<file path="src/rtl/ctrl_decode_pipe_pkg.sv">
// Shared opcode map, control bundle layout and micro-op sequencer states
// for the ID/EX decode pipeline.
package cpu_ctrl_pkg;

  localparam logic [4:0] OP_ALU_LAST = 5'b01100;
  localparam logic [4:0] OP_LD       = 5'b01101;
  localparam logic [4:0] OP_ST       = 5'b01110;
  localparam logic [4:0] OP_ALUA0    = 5'b01111;
  localparam logic [4:0] OP_ALUA1    = 5'b10000;
  localparam logic [4:0] OP_B        = 5'b10001;
  localparam logic [4:0] OP_BEQ      = 5'b10010;
  localparam logic [4:0] OP_JMP      = 5'b10011;
  localparam logic [4:0] OP_FUN      = 5'b10100;
  localparam logic [4:0] OP_RET      = 5'b10101;

  typedef struct packed {
    logic       Reg1Sel;
    logic       wEn;
    logic       ALU_A_SEL;
    logic       ALU_B_SEL;
    logic       B;
    logic       BEQ;
    logic       JMP;
    logic       memIn_sel;
    logic       memwr;
    logic       wbdata_sel;
    logic       wbreg_sel;
    logic       SPwe;
    logic       is_load;
    logic [1:0] Reg0Sel;
    logic [1:0] imm_sel;
  } ctrl_t;

  localparam int CTRLW = $bits(ctrl_t);

  typedef enum logic {RUN, UOP2} uop_state_e;

endpackage

</file>
<file path="src/rtl/ctrl_decode_pipe_if.sv">
// IF/ID -> ID/EX handshake bundle; master is the pipeline around the decoder,
// slave is the decoder itself.
interface ctrl_decode_pipe_if
  import cpu_ctrl_pkg::*;
#(
  parameter int OPW = 5,
  parameter int RW  = 3
);
  logic             id_valid;
  logic [OPW-1:0]   id_opcode;
  logic [RW-1:0]    id_rs0;
  logic [RW-1:0]    id_rs1;
  logic [RW-1:0]    id_rd;
  logic             id_stall;
  logic             ex_ready;
  logic             ex_flush;
  logic             ex_valid;
  logic [CTRLW-1:0] ex_ctrl;
  logic [RW-1:0]    ex_rd;
  logic             illegal;

  modport master (
    output id_valid, id_opcode, id_rs0, id_rs1, id_rd, ex_ready, ex_flush,
    input  id_stall, ex_valid, ex_ctrl, ex_rd, illegal
  );

  modport slave (
    input  id_valid, id_opcode, id_rs0, id_rs1, id_rd, ex_ready, ex_flush,
    output id_stall, ex_valid, ex_ctrl, ex_rd, illegal
  );
endinterface

</file>
<file path="src/rtl/ctrl_decode_pipe_lut.sv">
// Pure combinational opcode -> control bundle table. `second` selects the
// second micro-op bundle of the FUN/RET sequences.
module ctrl_decode_lut
  import cpu_ctrl_pkg::*;
#(
  parameter int OPW = 5
) (
  input  logic [OPW-1:0] opcode,
  input  logic           second,
  output ctrl_t          ctrl,
  output logic           illegal
);
  logic [4:0] op5;
  logic       hi_bad;

  always_comb begin
    op5     = opcode[4:0];
    hi_bad  = (opcode >> 5) != '0;
    ctrl    = '0;
    illegal = 1'b0;
    if (hi_bad) begin
      illegal = 1'b1;
    end else if (op5 <= OP_ALU_LAST) begin
      ctrl.wEn = 1'b1;
    end else begin
      unique case (op5)
        OP_LD:    begin ctrl.wEn = 1'b1; ctrl.is_load = 1'b1; ctrl.ALU_B_SEL = 1'b1; end
        OP_ST:    begin ctrl.memwr = 1'b1; ctrl.ALU_B_SEL = 1'b1; end
        OP_ALUA0,
        OP_ALUA1: begin ctrl.ALU_A_SEL = 1'b1; ctrl.wEn = 1'b1; end
        OP_B:     ctrl.B   = 1'b1;
        OP_BEQ:   ctrl.BEQ = 1'b1;
        OP_JMP:   ctrl.JMP = 1'b1;
        // FUN: push return PC, then jump
        OP_FUN: begin
          if (second) ctrl.JMP = 1'b1;
          else begin ctrl.memwr = 1'b1; ctrl.SPwe = 1'b1; ctrl.memIn_sel = 1'b1; end
        end
        // RET: pop into write-back, then jump to the popped address
        OP_RET: begin
          ctrl.wbdata_sel = 1'b1;
          if (second) ctrl.JMP = 1'b1;
          else        ctrl.SPwe = 1'b1;
        end
        default:  illegal = 1'b1;
      endcase
    end
  end
endmodule

</file>
<file path="src/rtl/ctrl_decode_pipe.sv">
// Pipelined opcode decoder: ID/EX control register with load-use interlock,
// branch flush, back-pressure and a two-micro-op FUN/RET sequencer.
module ctrl_decode_pipe
  import cpu_ctrl_pkg::*;
#(
  parameter int OPW    = 5,
  parameter int RW     = 3,
  parameter bit ZERO_R = 1'b1
) (
  input logic               clk,
  input logic               rst,
  ctrl_decode_pipe_if.slave bus
);
  uop_state_e    state_q, state_d;
  ctrl_t         lut_ctrl;
  logic          lut_illegal;
  logic          is_seq, hazard;
  logic          hold, nxt_vld, nxt_ill, stall;

  ctrl_t         ex_ctrl_p1;
  logic          ex_vld_p1, illegal_p1;
  logic [RW-1:0] ex_rd_p1;

  function automatic logic reg_hit(input logic [RW-1:0] src, input logic [RW-1:0] dst);
    return (src == dst) && !(ZERO_R && (src == '0));
  endfunction

  ctrl_decode_lut #(.OPW(OPW)) u_lut (
    .opcode (bus.id_opcode),
    .second (state_q == UOP2),
    .ctrl   (lut_ctrl),
    .illegal(lut_illegal)
  );

  assign is_seq = (bus.id_opcode == OPW'(OP_FUN)) || (bus.id_opcode == OPW'(OP_RET));

  // Only the first micro-op is interlocked; rs1 is unused when B comes from the immediate
  assign hazard = (state_q == RUN) && bus.id_valid && !lut_illegal
                  && ex_vld_p1 && ex_ctrl_p1.is_load
                  && (reg_hit(bus.id_rs0, ex_rd_p1)
                      || (!lut_ctrl.ALU_B_SEL && reg_hit(bus.id_rs1, ex_rd_p1)));

  always_comb begin
    state_d = state_q;
    stall   = 1'b0;
    hold    = 1'b0;
    nxt_vld = 1'b0;
    nxt_ill = 1'b0;
    if (!rst) begin
      if (bus.ex_flush) begin
        state_d = RUN;
      end else if (!bus.ex_ready) begin
        stall = 1'b1;
        hold  = 1'b1;
      end else if (state_q == UOP2) begin
        state_d = RUN;
        nxt_vld = 1'b1;
      end else if (hazard) begin
        stall = 1'b1;
      end else begin
        nxt_vld = bus.id_valid && !lut_illegal;
        nxt_ill = bus.id_valid && lut_illegal;
        if (bus.id_valid && is_seq) begin
          stall   = 1'b1;
          state_d = UOP2;
        end
      end
    end
  end

  always_ff @(posedge clk) begin
    if (rst) state_q <= RUN;
    else     state_q <= state_d;
  end

  // ID/EX stage boundary
  always_ff @(posedge clk) begin
    if (rst) begin
      ex_vld_p1  <= 1'b0;
      illegal_p1 <= 1'b0;
      ex_ctrl_p1 <= '0;
      ex_rd_p1   <= '0;
    end else begin
      illegal_p1 <= nxt_ill;
      if (!hold) begin
        ex_vld_p1  <= nxt_vld;
        ex_ctrl_p1 <= nxt_vld ? lut_ctrl : '0;
        ex_rd_p1   <= nxt_vld ? bus.id_rd : '0;
      end
    end
  end

  assign bus.id_stall = stall;
  assign bus.ex_valid = ex_vld_p1;
  assign bus.ex_ctrl  = ex_ctrl_p1;
  assign bus.ex_rd    = ex_rd_p1;
  assign bus.illegal  = illegal_p1;
endmodule

</file>
<file path="src/flat_wrapper.sv">
// flat-port wrapper written by rule: the top's interface ports become plain ports
module ctrl_decode_pipe_flat import cpu_ctrl_pkg::*;
#(
  parameter int OPW    = 5,
  parameter int RW     = 3,
  parameter bit ZERO_R = 1'b1
)
  (clk, rst, bus_id_valid, bus_id_opcode, bus_id_rs0, bus_id_rs1, bus_id_rd, bus_ex_ready, bus_ex_flush, bus_id_stall, bus_ex_valid, bus_ex_ctrl, bus_ex_rd, bus_illegal);
  ctrl_decode_pipe_if #(.OPW(OPW), .RW(RW)) bus_i ();
  input logic clk;
  input logic rst;
  input wire logic [$bits(bus_i.id_valid)-1:0] bus_id_valid;
  input wire logic [$bits(bus_i.id_opcode)-1:0] bus_id_opcode;
  input wire logic [$bits(bus_i.id_rs0)-1:0] bus_id_rs0;
  input wire logic [$bits(bus_i.id_rs1)-1:0] bus_id_rs1;
  input wire logic [$bits(bus_i.id_rd)-1:0] bus_id_rd;
  input wire logic [$bits(bus_i.ex_ready)-1:0] bus_ex_ready;
  input wire logic [$bits(bus_i.ex_flush)-1:0] bus_ex_flush;
  output wire logic [$bits(bus_i.id_stall)-1:0] bus_id_stall;
  output wire logic [$bits(bus_i.ex_valid)-1:0] bus_ex_valid;
  output wire logic [$bits(bus_i.ex_ctrl)-1:0] bus_ex_ctrl;
  output wire logic [$bits(bus_i.ex_rd)-1:0] bus_ex_rd;
  output wire logic [$bits(bus_i.illegal)-1:0] bus_illegal;
  assign bus_i.id_valid = bus_id_valid;
  assign bus_i.id_opcode = bus_id_opcode;
  assign bus_i.id_rs0 = bus_id_rs0;
  assign bus_i.id_rs1 = bus_id_rs1;
  assign bus_i.id_rd = bus_id_rd;
  assign bus_i.ex_ready = bus_ex_ready;
  assign bus_i.ex_flush = bus_ex_flush;
  assign bus_id_stall = bus_i.id_stall;
  assign bus_ex_valid = bus_i.ex_valid;
  assign bus_ex_ctrl = bus_i.ex_ctrl;
  assign bus_ex_rd = bus_i.ex_rd;
  assign bus_illegal = bus_i.illegal;
  ctrl_decode_pipe #(.OPW(OPW), .RW(RW), .ZERO_R(ZERO_R)) u_core (.clk(clk), .rst(rst), .bus(bus_i));
endmodule
</file>
<file path="config.mk">
export PLATFORM = sky130hd
export DESIGN_NAME = ctrl_decode_pipe_flat
export DESIGN_NICKNAME = d
export VERILOG_FILES = /design/src/rtl/ctrl_decode_pipe_pkg.sv /design/src/rtl/ctrl_decode_pipe_if.sv /design/src/rtl/ctrl_decode_pipe_lut.sv /design/src/rtl/ctrl_decode_pipe.sv /design/src/flat_wrapper.sv
export SDC_FILE = /design/constraint.sdc
export NUM_CORES = 1
export LEC_CHECK = 0
export CAP_MARGIN = 25
export CORE_ASPECT_RATIO = 1.25
export CORE_MARGIN = 10
export CORE_UTILIZATION = 41
export DETAILED_ROUTE_END_ITERATION = 6
export PLACE_DENSITY = 0.79
export SYNTH_ARGS = -nofsm -noshare
export SYNTH_HDL_FRONTEND = slang
export SYNTH_SLANG_ARGS = --single-unit
</file>
<file path="constraint.sdc">
create_clock -name clk -period 2.6 [get_ports clk]
set_input_delay 0.52 -clock clk [delete_from_list [all_inputs] [get_ports clk]]
set_output_delay 0.52 -clock clk [all_outputs]
set_load 0.02 [all_outputs]
</file>
== Word-level counts from Yosys, hierarchy flattened ==
Index checks and enable logic that the tools add are counted.

* Flip-flop bits (word level): 23
* Bits of input ports: 19

* $lt $le $gt $ge: 1
* Eq/ne operators: 11
* Multiplexer cells: 37
* Bitwise gates (word level): 2
* Reductions and logical operators: 26

{| class="wikitable"
|+ Operator list
! kind !! count
|-
| $eq 5x5->1 const B || 6
|-
| $mux 1 || 30
|-
| $mux 16 || 1
|-
| $eq 5x4->1 const B || 3
|-
| $logic_and 1x1->1 || 11
|-
| $reduce_or 9->1 || 1
|-
| $mux 8 || 1
|-
| $reduce_or 2->1 || 4
|-
| $eq 3x3->1 || 2
|-
| $logic_not 3->1 || 2
|-
| $le 5x4->1 const B || 1
|-
| $reduce_or 5->1 || 1
|-
| $logic_not 1->1 || 4
|-
| $mux 2 || 2
|-
| $pmux 1 s2 || 2
|-
| $mux 3 || 1
|-
| $reduce_or 3->1 || 1
|-
| $logic_or 1x1->1 || 2
|-
| $not 1->1 || 2
|}

== Depth between registers and ports, before layout ==
Gate-level depths: netlist of run 1.

* Depth in word-level cells: 15
* Mapped depth: 7

== By module ==
Synthesis of run 1 repeated with hierarchy kept, for this count alone.

* Cells, all modules: 155
* Area, all modules: 1288.7 µm²

{| class="wikitable"
|+ By module, submodules not included
! module !! instances !! cells each !! area an instance (µm²) !! sequential area each (µm²)
|-
| ctrl_decode_pipe || 1 || 120 || 1059.8 || 460.4
|-
| ctrl_decode_lut || 1 || 35 || 229.0 || 0.0
|}

== Worst setup path before layout of run 1 ==
Ideal clock, no wire load.

* Kind: reg2out
* Start: register u_core.ex_rd_p1[0] (netlist: u_core.bus.ex_rd[0])
* End: output bus_id_stall
* Data arrival time: 2162 ps
* Required time: 2080 ps
* Setup slack: -82 ps
* Stages on the path, launching flop included: 7
* Cells stage by stage: dfxtp_1 -> or3b_1 -> a211o_1 -> a211oi_2 -> a21oi_2 -> buf_6 -> o21ai_0

* Cells in the longest elaborated chain, start to end: 10
* Elaborated cells between the ends (all ways): 12
* Classes of those cells: 2 x eq/ne; 5 x mux; 5 x reduce/logical

{| class="wikitable"
|+ RTL lines
! element !! line !! source
|-
| start, declared || ctrl_decode_pipe.sv:22 || <nowiki>logic [RW-1:0] ex_rd_p1;</nowiki>
|-
| start signal, assigned || ctrl_decode_pipe.sv:88 || <nowiki>ex_rd_p1 <= nxt_vld ? bus.id_rd : '0;</nowiki>
|-
| $eq 3x3->1 || ctrl_decode_pipe.sv:25 || <nowiki>return (src == dst) && !(ZERO_R && (src == '0));</nowiki>
|-
| $logic_and 1x1->1 || ctrl_decode_pipe.sv:25 ||
|-
| $logic_and 1x1->1 || ctrl_decode_pipe.sv:41 || <nowiki>|| (!lut_ctrl.ALU_B_SEL && reg_hit(bus.id_rs1, ex_rd_p1)));</nowiki>
|-
| $logic_or 1x1->1 * || ctrl_decode_pipe.sv:41 ||
|-
| $logic_and 1x1->1 * || ctrl_decode_pipe.sv:40 || <nowiki>&& (reg_hit(bus.id_rs0, ex_rd_p1)</nowiki>
|-
| $mux 1 * || ctrl_decode_pipe.sv:58 || <nowiki>end else if (hazard) begin</nowiki>
|-
| $mux 1 * || ctrl_decode_pipe.sv:55 || <nowiki>end else if (state_q == UOP2) begin</nowiki>
|-
| $mux 1 * || ctrl_decode_pipe.sv:52 || <nowiki>end else if (!bus.ex_ready) begin</nowiki>
|-
| $mux 1 * || ctrl_decode_pipe.sv:50 || <nowiki>if (bus.ex_flush) begin</nowiki>
|-
| $mux 1 * || ctrl_decode_pipe.sv:49 || <nowiki>if (!rst) begin</nowiki>
|-
| end, declared || flat_wrapper.sv:19 || <nowiki>output wire logic [$bits(bus_i.id_stall)-1:0] bus_id_stall;</nowiki>
|}

Mark *: on every way between the ends. The rest lies on a longest branch, timed or not.

== Worst setup path after layout of run 1 ==
* Start: register u_core.ex_rd_p1[1] (netlist: u_core.bus.ex_rd[1])
* End: output bus_id_stall

Same word-level chain as after synthesis.

==> impl_results.rst, run 1 <==
.. list-table::
   :header-rows: 1

   * - Metric
     - Value
   * - Status
     - complete, no violations
   * - RSZ-0062 raised after global routing
     - no
   * - GPL Wtd Cong
     - 0.821
   * - Number of vias per cell
     - 5.13
   * - Post-synthesis cell type count
     - 32
   * - Total setup violations reported at the end of the flow
     - 0
   * - Cell area after placement
     - 1420 um2
   * - Insertion delay of the later-clocked pin in the worst-skew pair
     - 0.29 ns
   * - Portion of total power attributed to combinational logic
     - 0.203
   * - Reported max-cap violation count
     - 0
   * - Highest Clock Rate
     - 0.407 GHz
   * - Worst setup slack after placement
     - -0.662 ns
   * - Proportion of netlist area held by the largest area contributor
     - 0.359
   * - Class of the worst hold path
     - reg -> reg
   * - Top cells by area in the synthesized netlist
     - sky130_fd_sc_hd__dfxtp_1 36%, sky130_fd_sc_hd__a22o_2 8.4%, sky130_fd_sc_hd__a32o_1 7.4%
   * - Number of enable flip-flop cells after synthesis
     - 0
   * - Synth async-reset ratio
     - 0
   * - Storage cell area
     - 340 um2
   * - Gate count of the mapped netlist
     - 107
   * - Total of flip-flops plus latches after synthesis
     - 17
   * - Total Nets Final
     - 177
   * - Initial standard-cell utilization of the core
     - 0.429
   * - Number of primary I/O pins
     - 42
   * - Synth warn
     - 0
   * - Core occupancy in the finished layout
     - 0.653
   * - Switching component of the power
     - 130 uW
   * - Count of buffers from port buffering
     - 35
   * - Max clock buf depth
     - 2
   * - Maximum clock skew at final layout
     - 0.0126 ns
   * - Combined global-route utilization of all metal layers
     - 0.113
   * - Floorplan die area
     - 4650 um2
   * - Peak ir drop on the vdd network
     - 0.285 mV
   * - First-pass iteration count of the detailed router
     - 4
   * - Total detailed-routing wirelength
     - 2730 um
   * - CTS tree
     - built
   * - Type of the worst setup path
     - reg -> out
   * - Total clock buffers created by CTS
     - 3
   * - Final Max Tran Viols
     - 0
   * - Clk sinks
     - 17
   * - Category of the worst setup path capture point
     - output port
   * - Floorplan core area
     - 2210 um2
   * - Seq/Total Area, Yosys
     - 0.359
   * - Clock tree root buffer cell
     - sky130_fd_sc_hd__clkbuf_4
   * - Fin crit period
     - 2.45 ns
   * - Antenna cells
     - 0
   * - Highest fanout seen on the critical path
     - 2
   * - Total congestion overflow after global routing
     - 0
   * - Cell-internal power
     - 375 uW
   * - Number of antenna violations at the first check in global routing
     - 0
   * - Clock-pin slew reported for the worst setup and hold paths after clock tree synthesis
     - 0.11 ns
   * - Setup slack, reg-to-reg
     - 0.71 ns
   * - Post-synthesis to final-layout area growth
     - 52.2%
   * - Data arrival at the endpoint of the critical path
     - 1.93 ns
   * - Overall die width
     - 63.0 um
   * - Most used flip-flop cell after synthesis
     - sky130_fd_sc_hd__dfxtp_1
   * - Leakage dissipation
     - 0.000598 uW
   * - Total count of hold-check failures in the final report
     - 0
   * - Minimum setup slack in the final design
     - 0.145 ns
   * - Mapped cell area
     - 948 um2
   * - Layout fillers
     - 199
   * - Routed length per instance
     - 14.5 um
   * - Sequential group share of total power
     - 0.522
   * - Global-route wire length before repair
     - 4330 um
   * - DPL Wire Length
     - 2230 um
   * - Clk network pwr share
     - 0.274
   * - Final standard cell area without fillers
     - 1440 um2
   * - Period utilization
     - 0.944
   * - Core Rows
     - 19
   * - Area of the multi-input gates
     - 544 um2
   * - Pin count of the biggest net entering global routing
     - 17
   * - ANT nets after route
     - 0
   * - CTS H-Tree Depth
     - 1
   * - Switching share of power
     - 0.257
   * - Layout cells sized above 1
     - 0.229
   * - Floorplan die height
     - 73.8 um
   * - Largest area contributor in the synthesized netlist
     - sky130_fd_sc_hd__dfxtp_1
   * - Quantity of hold-fixing buffers added after cts
     - 0
   * - Number of global-route vias before repair
     - 926
   * - Worst endpoint required time
     - 2.08 ns
   * - Power per Cell Area
     - 350 nW/um2
   * - Startpoint types
     - register
   * - Vias
     - 965
   * - Average instance area after synthesis
     - 8.86 um2
   * - Drt drc
     - 0
   * - DRT iter0 DRCs
     - 32
repair_timing:
action / CTS / global route
endpoints found under the setup margin: 1 / 1
resized for setup: 6 / 2
pin swaps: 4 / 4
buffers inserted: 0 / 0
cell type report:
type	count	share of cell area
Multi-Input combinational cell	81	0.377
Timing Repair Buffer	55	0.341
Sequential cell	17	0.236
Tap cell	31	0.0269
Clock buffer	3	0.0156
Clock inverter	1	0.00347
logic make-up after synthesis:
family	count (synthesis)	synth area share
and+or+nand+nor	39	0.230
buffers and inverters	14	0.0871
other	1	0.00395
AOI/OAI and AO/OA	31	0.274
xor gates and xnor gates	5	0.0462
DFF	17	0.359
registers in the layout, summed over array words and instances, names as in the netlist:
| register | count |
|---|---|
| u_core.bus.ex_ctrl | 11 |
| u_core.bus.ex_rd | 3 |
| u_core.bus.ex_valid | 1 |
| u_core.bus.illegal | 1 |
| u_core.state_q | 1 |
cells in the mapped netlist, drive strengths merged, types with 3 or more instances:
cell	count
a21oi	4
a22o	8
a32o	7
and3	5
buf	7
clkbuf	7
dfxtp	17
nand2	11
nor2	7
nor3	3
o21ai	4
xor2	3
cell usage in the layout, fill, tap and decap left out, drive strengths merged, types with 2 or more instances in the layout:
cell type,count
dfxtp,17
nor2,7
o22ai,2
and3,5
a21oi,4
and3b,2
clkdlybuf4s50,33
a32o,7
a22o,8
nand3b,2
nor2b,2
o21ai,4
conb,6
nor3,3
xnor2,2
xor2,3
clkbuf,4
buf,21
nor4b,2
nand2,11
metal layers:
metal	vias up	part of all wire	track usage	wire length, um
li1	488	-	-	-
met1	444	0.42	0.113	1130
met2	31	0.52	0.214	1430
met3	2	0.048	0.0243	130
met4	0	0.012	0.0597	34
met5	-	0	0	0
power groups by stage:
stage / Clock, uW / Combinational [uW] / Sequential [uW]
finish: 138 / 103 / 264
detailed placement: 0 / 103 / 270
global route: 152 / 112 / 264
CTS: 142 / 103 / 264
floorplan: 0 / 48.2 / 273
global placement: 0 / 101 / 270
stage by stage:
stage / hold WS (ns) / instances / setup TNS (ns) / total power [uW]
2_1_floorplan: 0.536 / 112 / 0 / 321
3_3_place_gp: 0.451 / 184 / -0.621 / 370
3_5_place_dp: 0.453 / 184 / -0.662 / 373
4_1_cts: 0.477 / 188 / 0 / 509
5_1_grt: 0.489 / 188 / 0 / 528
6_report: 0.473 / 188 / 0 / 505
critical path, stage by stage, from the launching register on:
cell and delay (ns):
sky130_fd_sc_hd__dfxtp_1 0.32, sky130_fd_sc_hd__or3b_1 0.38, sky130_fd_sc_hd__a211o_1 0.31, sky130_fd_sc_hd__a211oi_2 0.26
sky130_fd_sc_hd__a21oi_2 0.06, sky130_fd_sc_hd__o21ai_1 0.16, sky130_fd_sc_hd__buf_4 0.16
final timing paths:
kind,start,endpoint,depth (start not counted)
setup / recovery,u_core.bus.ex_rd[1],bus_id_stall,6
setup reg to reg,u_core.bus.ex_rd[1],u_core.bus.ex_rd[1],6
hold / removal,u_core.bus.ex_ctrl[13],u_core.bus.ex_ctrl[13],2
hold reg to reg,u_core.bus.ex_ctrl[13],u_core.bus.ex_ctrl[13],2
(Power assumes the default switching activity.)
==> run 2, diff against run 1 <==
--- a/config.mk
+++ b/config.mk
@@ -9,6 +9,7 @@
 export CORE_ASPECT_RATIO = 1.25
 export CORE_MARGIN = 10
 export CORE_UTILIZATION = 41
+export CTS_BUF_LIST = sky130_fd_sc_hd__clkbuf_16
 export DETAILED_ROUTE_END_ITERATION = 6
 export PLACE_DENSITY = 0.79
 export SYNTH_ARGS = -nofsm -noshare
==> run 2 against run 1 <==
  * Worst setup slack worse by 0.014 ns
  * Global-route usage up 0.53 points
  * First-iteration DRC count up 38%
  * Sequential share of layout area down 1.1 points
  * Cell count up 1.1%
  * Die area unchanged
  * Largest cell class unchanged
  * Combinational power about the same
  * Hold slack worse by 0.0086 ns
  * Sequential power about the same
  * Flip-flop and latch count unchanged
==> impl_results.rst, run 2 (synthesized netlist as in run 1, its figures left out) <==
.. list-table::
   :header-rows: 1

   * - Metric
     - Value
   * - Cell Count Post-Placement
     - 184 (unchanged)
   * - Switching component of the power
     - 146 uW (was 130 uW)
   * - DPL Wire Length
     - 2230 um (unchanged)
   * - Pin count of the biggest net entering global routing
     - 17 (unchanged)
   * - Final Max Tran Viols
     - 0 (unchanged)
   * - CTS tree
     - built (unchanged)
   * - Initial standard-cell utilization of the core
     - 0.429 (unchanged)
   * - Startpoint types
     - input port (was register)
   * - Leakage dissipation
     - 0.000632 uW (was 0.000598 uW)
   * - Total congestion overflow after global routing
     - 0 (unchanged)
   * - Slowest cell on the critical path
     - sky130_fd_sc_hd__or3b_1 (unchanged)
   * - Floorplan die height
     - 73.8 um (unchanged)
   * - RSZ-0062 raised after global routing
     - no (unchanged)
   * - Status
     - complete, no violations (unchanged)
   * - Number of flip-flops in the largest register
     - 11 (unchanged)
   * - Category of the worst setup path capture point
     - output port (unchanged)
   * - Class of the worst hold path
     - reg -> reg (unchanged)
   * - Clock tree root buffer cell
     - sky130_fd_sc_hd__clkbuf_16 (was sky130_fd_sc_hd__clkbuf_4)
   * - Portion of total power attributed to combinational logic
     - 0.154 (was 0.203)
   * - Worst path max stage delay
     - 0.36 ns (was 0.38 ns)
   * - Number of antenna violations at the first check in global routing
     - 0 (unchanged)
   * - Total clock buffers created by CTS
     - 3 (unchanged)
   * - Commonest cells after routing, fill and taps aside
     - 33 x sky130_fd_sc_hd__clkdlybuf4s50_1, 23 x sky130_fd_sc_hd__buf_4, 17 x sky130_fd_sc_hd__dfxtp_1, 11 x sky130_fd_sc_hd__nand2_1, 8 x sky130_fd_sc_hd__a22o_2 (was 33 x sky130_fd_sc_hd__clkdlybuf4s50_1, 21 x sky130_fd_sc_hd__buf_4, 17 x sky130_fd_sc_hd__dfxtp_1, 11 x sky130_fd_sc_hd__nand2_1, 8 x sky130_fd_sc_hd__a22o_2)
   * - Floorplan die area
     - 4650 um2 (unchanged)
   * - Drt drc
     - 0 (unchanged)
   * - Number of primary I/O pins
     - 42 (unchanged)
   * - Setup TNS after final layout
     - 0 ns (unchanged)
   * - Post-synthesis to final-layout area growth
     - 59.4% (was 52.2%)
   * - Worst endpoint required time
     - 2.08 ns (about the same)
   * - Count of buffers from port buffering
     - 35 (unchanged)
   * - Core Rows
     - 19 (unchanged)
   * - Most frequent standard cell in the layout excluding fill and tap cells
     - sky130_fd_sc_hd__clkdlybuf4s50_1 (unchanged)
   * - Total count of hold-check failures in the final report
     - 0 (unchanged)
   * - Clk sinks
     - 17 (unchanged)
   * - Highest Clock Rate
     - 0.405 GHz (was 0.407 GHz)
   * - Highest fanout seen on the critical path
     - 2 (unchanged)
   * - Switching share of power
     - 0.218 (was 0.257)
   * - Combined global-route utilization of all metal layers
     - 0.118 (was 0.113)
   * - Power per Cell Area
     - 444 nW/um2 (was 350 nW/um2)
   * - CTS H-Tree Depth
     - 1 (unchanged)
   * - Period utilization
     - 0.950 (was 0.944)
   * - Insertion delay of the later-clocked pin in the worst-skew pair
     - 0.25 ns (was 0.29 ns)
   * - Power consumption
     - 671 uW (was 505 uW)
   * - Max clock buf depth
     - 2 (unchanged)
   * - Fin crit period
     - 2.47 ns (was 2.45 ns)
   * - Total setup violations reported at the end of the flow
     - 0 (unchanged)
   * - Cell-internal power
     - 524 uW (was 375 uW)
   * - Data arrival at the endpoint of the critical path
     - 1.95 ns (was 1.93 ns)
   * - Layout cells sized above 1
     - 0.239 (was 0.229)
   * - Sequential group share of total power
     - 0.394 (was 0.522)
   * - Clock-pin slew reported for the worst setup and hold paths after clock tree synthesis
     - 0.05 ns (was 0.11 ns)
   * - Clk network pwr share
     - 0.452 (was 0.274)
   * - DRT iter0 DRCs
     - 44 (was 32)
   * - First-pass iteration count of the detailed router
     - 4 (unchanged)
   * - Floorplan core area
     - 2210 um2 (unchanged)
   * - Number of global-route vias before repair
     - 949 (was 926)
   * - Cells along the critical path
     - clkbuf_2, or3b_1, a211o_1, a211oi_2, a21oi_2, o21ai_1, buf_4 (was or3b_1, a211o_1, a211oi_2, a21oi_2, o21ai_1, buf_4)
   * - Peak ir drop on the vdd network
     - 0.334 mV (was 0.285 mV)
   * - Number of vias per cell
     - 5.29 (was 5.13)
   * - Antenna cells
     - 0 (unchanged)
   * - Total detailed-routing wirelength
     - 2870 um (was 2730 um)
   * - Type of the worst setup path
     - in -> out (was reg -> out)
   * - Reported max-cap violation count
     - 0 (unchanged)
   * - Routed length per instance
     - 15.1 um (was 14.5 um)
   * - Vias
     - 1005 (was 965)
   * - Maximum clock skew at final layout
     - 0.00541 ns (was 0.0126 ns)
   * - ANT nets after route
     - 0 (unchanged)
   * - Global-route wire length before repair
     - 4490 um (was 4330 um)
   * - GPL Wtd Cong
     - 0.821 (unchanged)
   * - Filler-free cell count of the finished design
     - 190 (was 188)
   * - Overall die width
     - 63.0 um (unchanged)
   * - Setup slack, reg-to-reg
     - 0.68 ns (was 0.71 ns)
   * - Total Nets Final
     - 179 (was 177)
run 2: cell count changes in the layout (fill, tap and decap cells not counted), sizes merged:
cell / before / now
buf: 21 / 23
run 2: path summary, 6_finish.rpt:
| path | cells after the start | start | end |
|---|---|---|---|
| setup reg to reg | 6 | u_core.bus.ex_rd[1] | u_core.bus.ex_rd[1] |
| setup / recovery | 7 | bus_id_rs0[1] | bus_id_stall |
| hold reg to reg | 1 | u_core.bus.ex_ctrl[14] | u_core.bus.ex_ctrl[14] |
| hold / removal | 1 | u_core.bus.ex_ctrl[14] | u_core.bus.ex_ctrl[14] |
run 2: power by group through the flow:
stage / combinational [uW] / sequential, uW / clock [uW]
floorplan: 48.2 / 273 / 0
global placement: 101 / 270 / 0
detailed placement: 103 / 270 / 0
CTS: 103 / 264 / 311
global route: 112 / 265 / 319
finish: 103 / 264 / 303
run 2: worst max-delay path: cells and delay by family:
family	cells	cell delay, ns
AO/OA/AOI/OAI	4	0.82
buffers and inverters	2	0.25
AND/OR/NAND/NOR	1	0.36
run 2: layout make-up:
class / count / area, um2
timing repair buffer: 57 / 508
fill: 187 / 699
tap: 31 / 38.8
clock buffer: 3 / 75.1
clock inverter: 1 / 5.00
sequential: 17 / 340
multi-input combinational: 81 / 544
run 2: timing repair:
item / in CTS / in global routing
pin swaps: 4 / 4
buffers inserted: 1 / 1
endpoints found under the hold margin: 0 / 0
resized for setup: 6 / 2
setup endpoints to repair: 1 / 1
hold buffers: 0 / 0
run 2: through the flow:
step                cell area, um2  hold slack (ns)   util  setup slack (ns)
floorplan                      967            0.536      -            0.0763
global placement              1420            0.451  0.644            -0.621
detailed placement            1420            0.453  0.644            -0.662
CTS                           1510            0.469  0.682            0.0532
global route                  1510            0.478  0.684            0.0506
finish                        1510            0.465  0.684             0.131
run 2: routing by layer:
layer  up-vias  global-route usage  part of all wire
li1        492                   -                 -
met2        32               0.226              0.54
met5         -                   0                 0
met1       475               0.116              0.40
met3         6              0.0289             0.045
met4         0              0.0597             0.016
==> run 3, diff against run 2 <==
--- a/config.mk
+++ b/config.mk
@@ -5,7 +5,7 @@
 export SDC_FILE = /design/constraint.sdc
 export NUM_CORES = 1
 export LEC_CHECK = 0
-export CAP_MARGIN = 25
+export CAP_MARGIN = 10
 export CORE_ASPECT_RATIO = 1.25
 export CORE_MARGIN = 10
 export CORE_UTILIZATION = 41
==> results of run 3 <==
No change in the layout: final DEF, timing and power equal those of run 2.
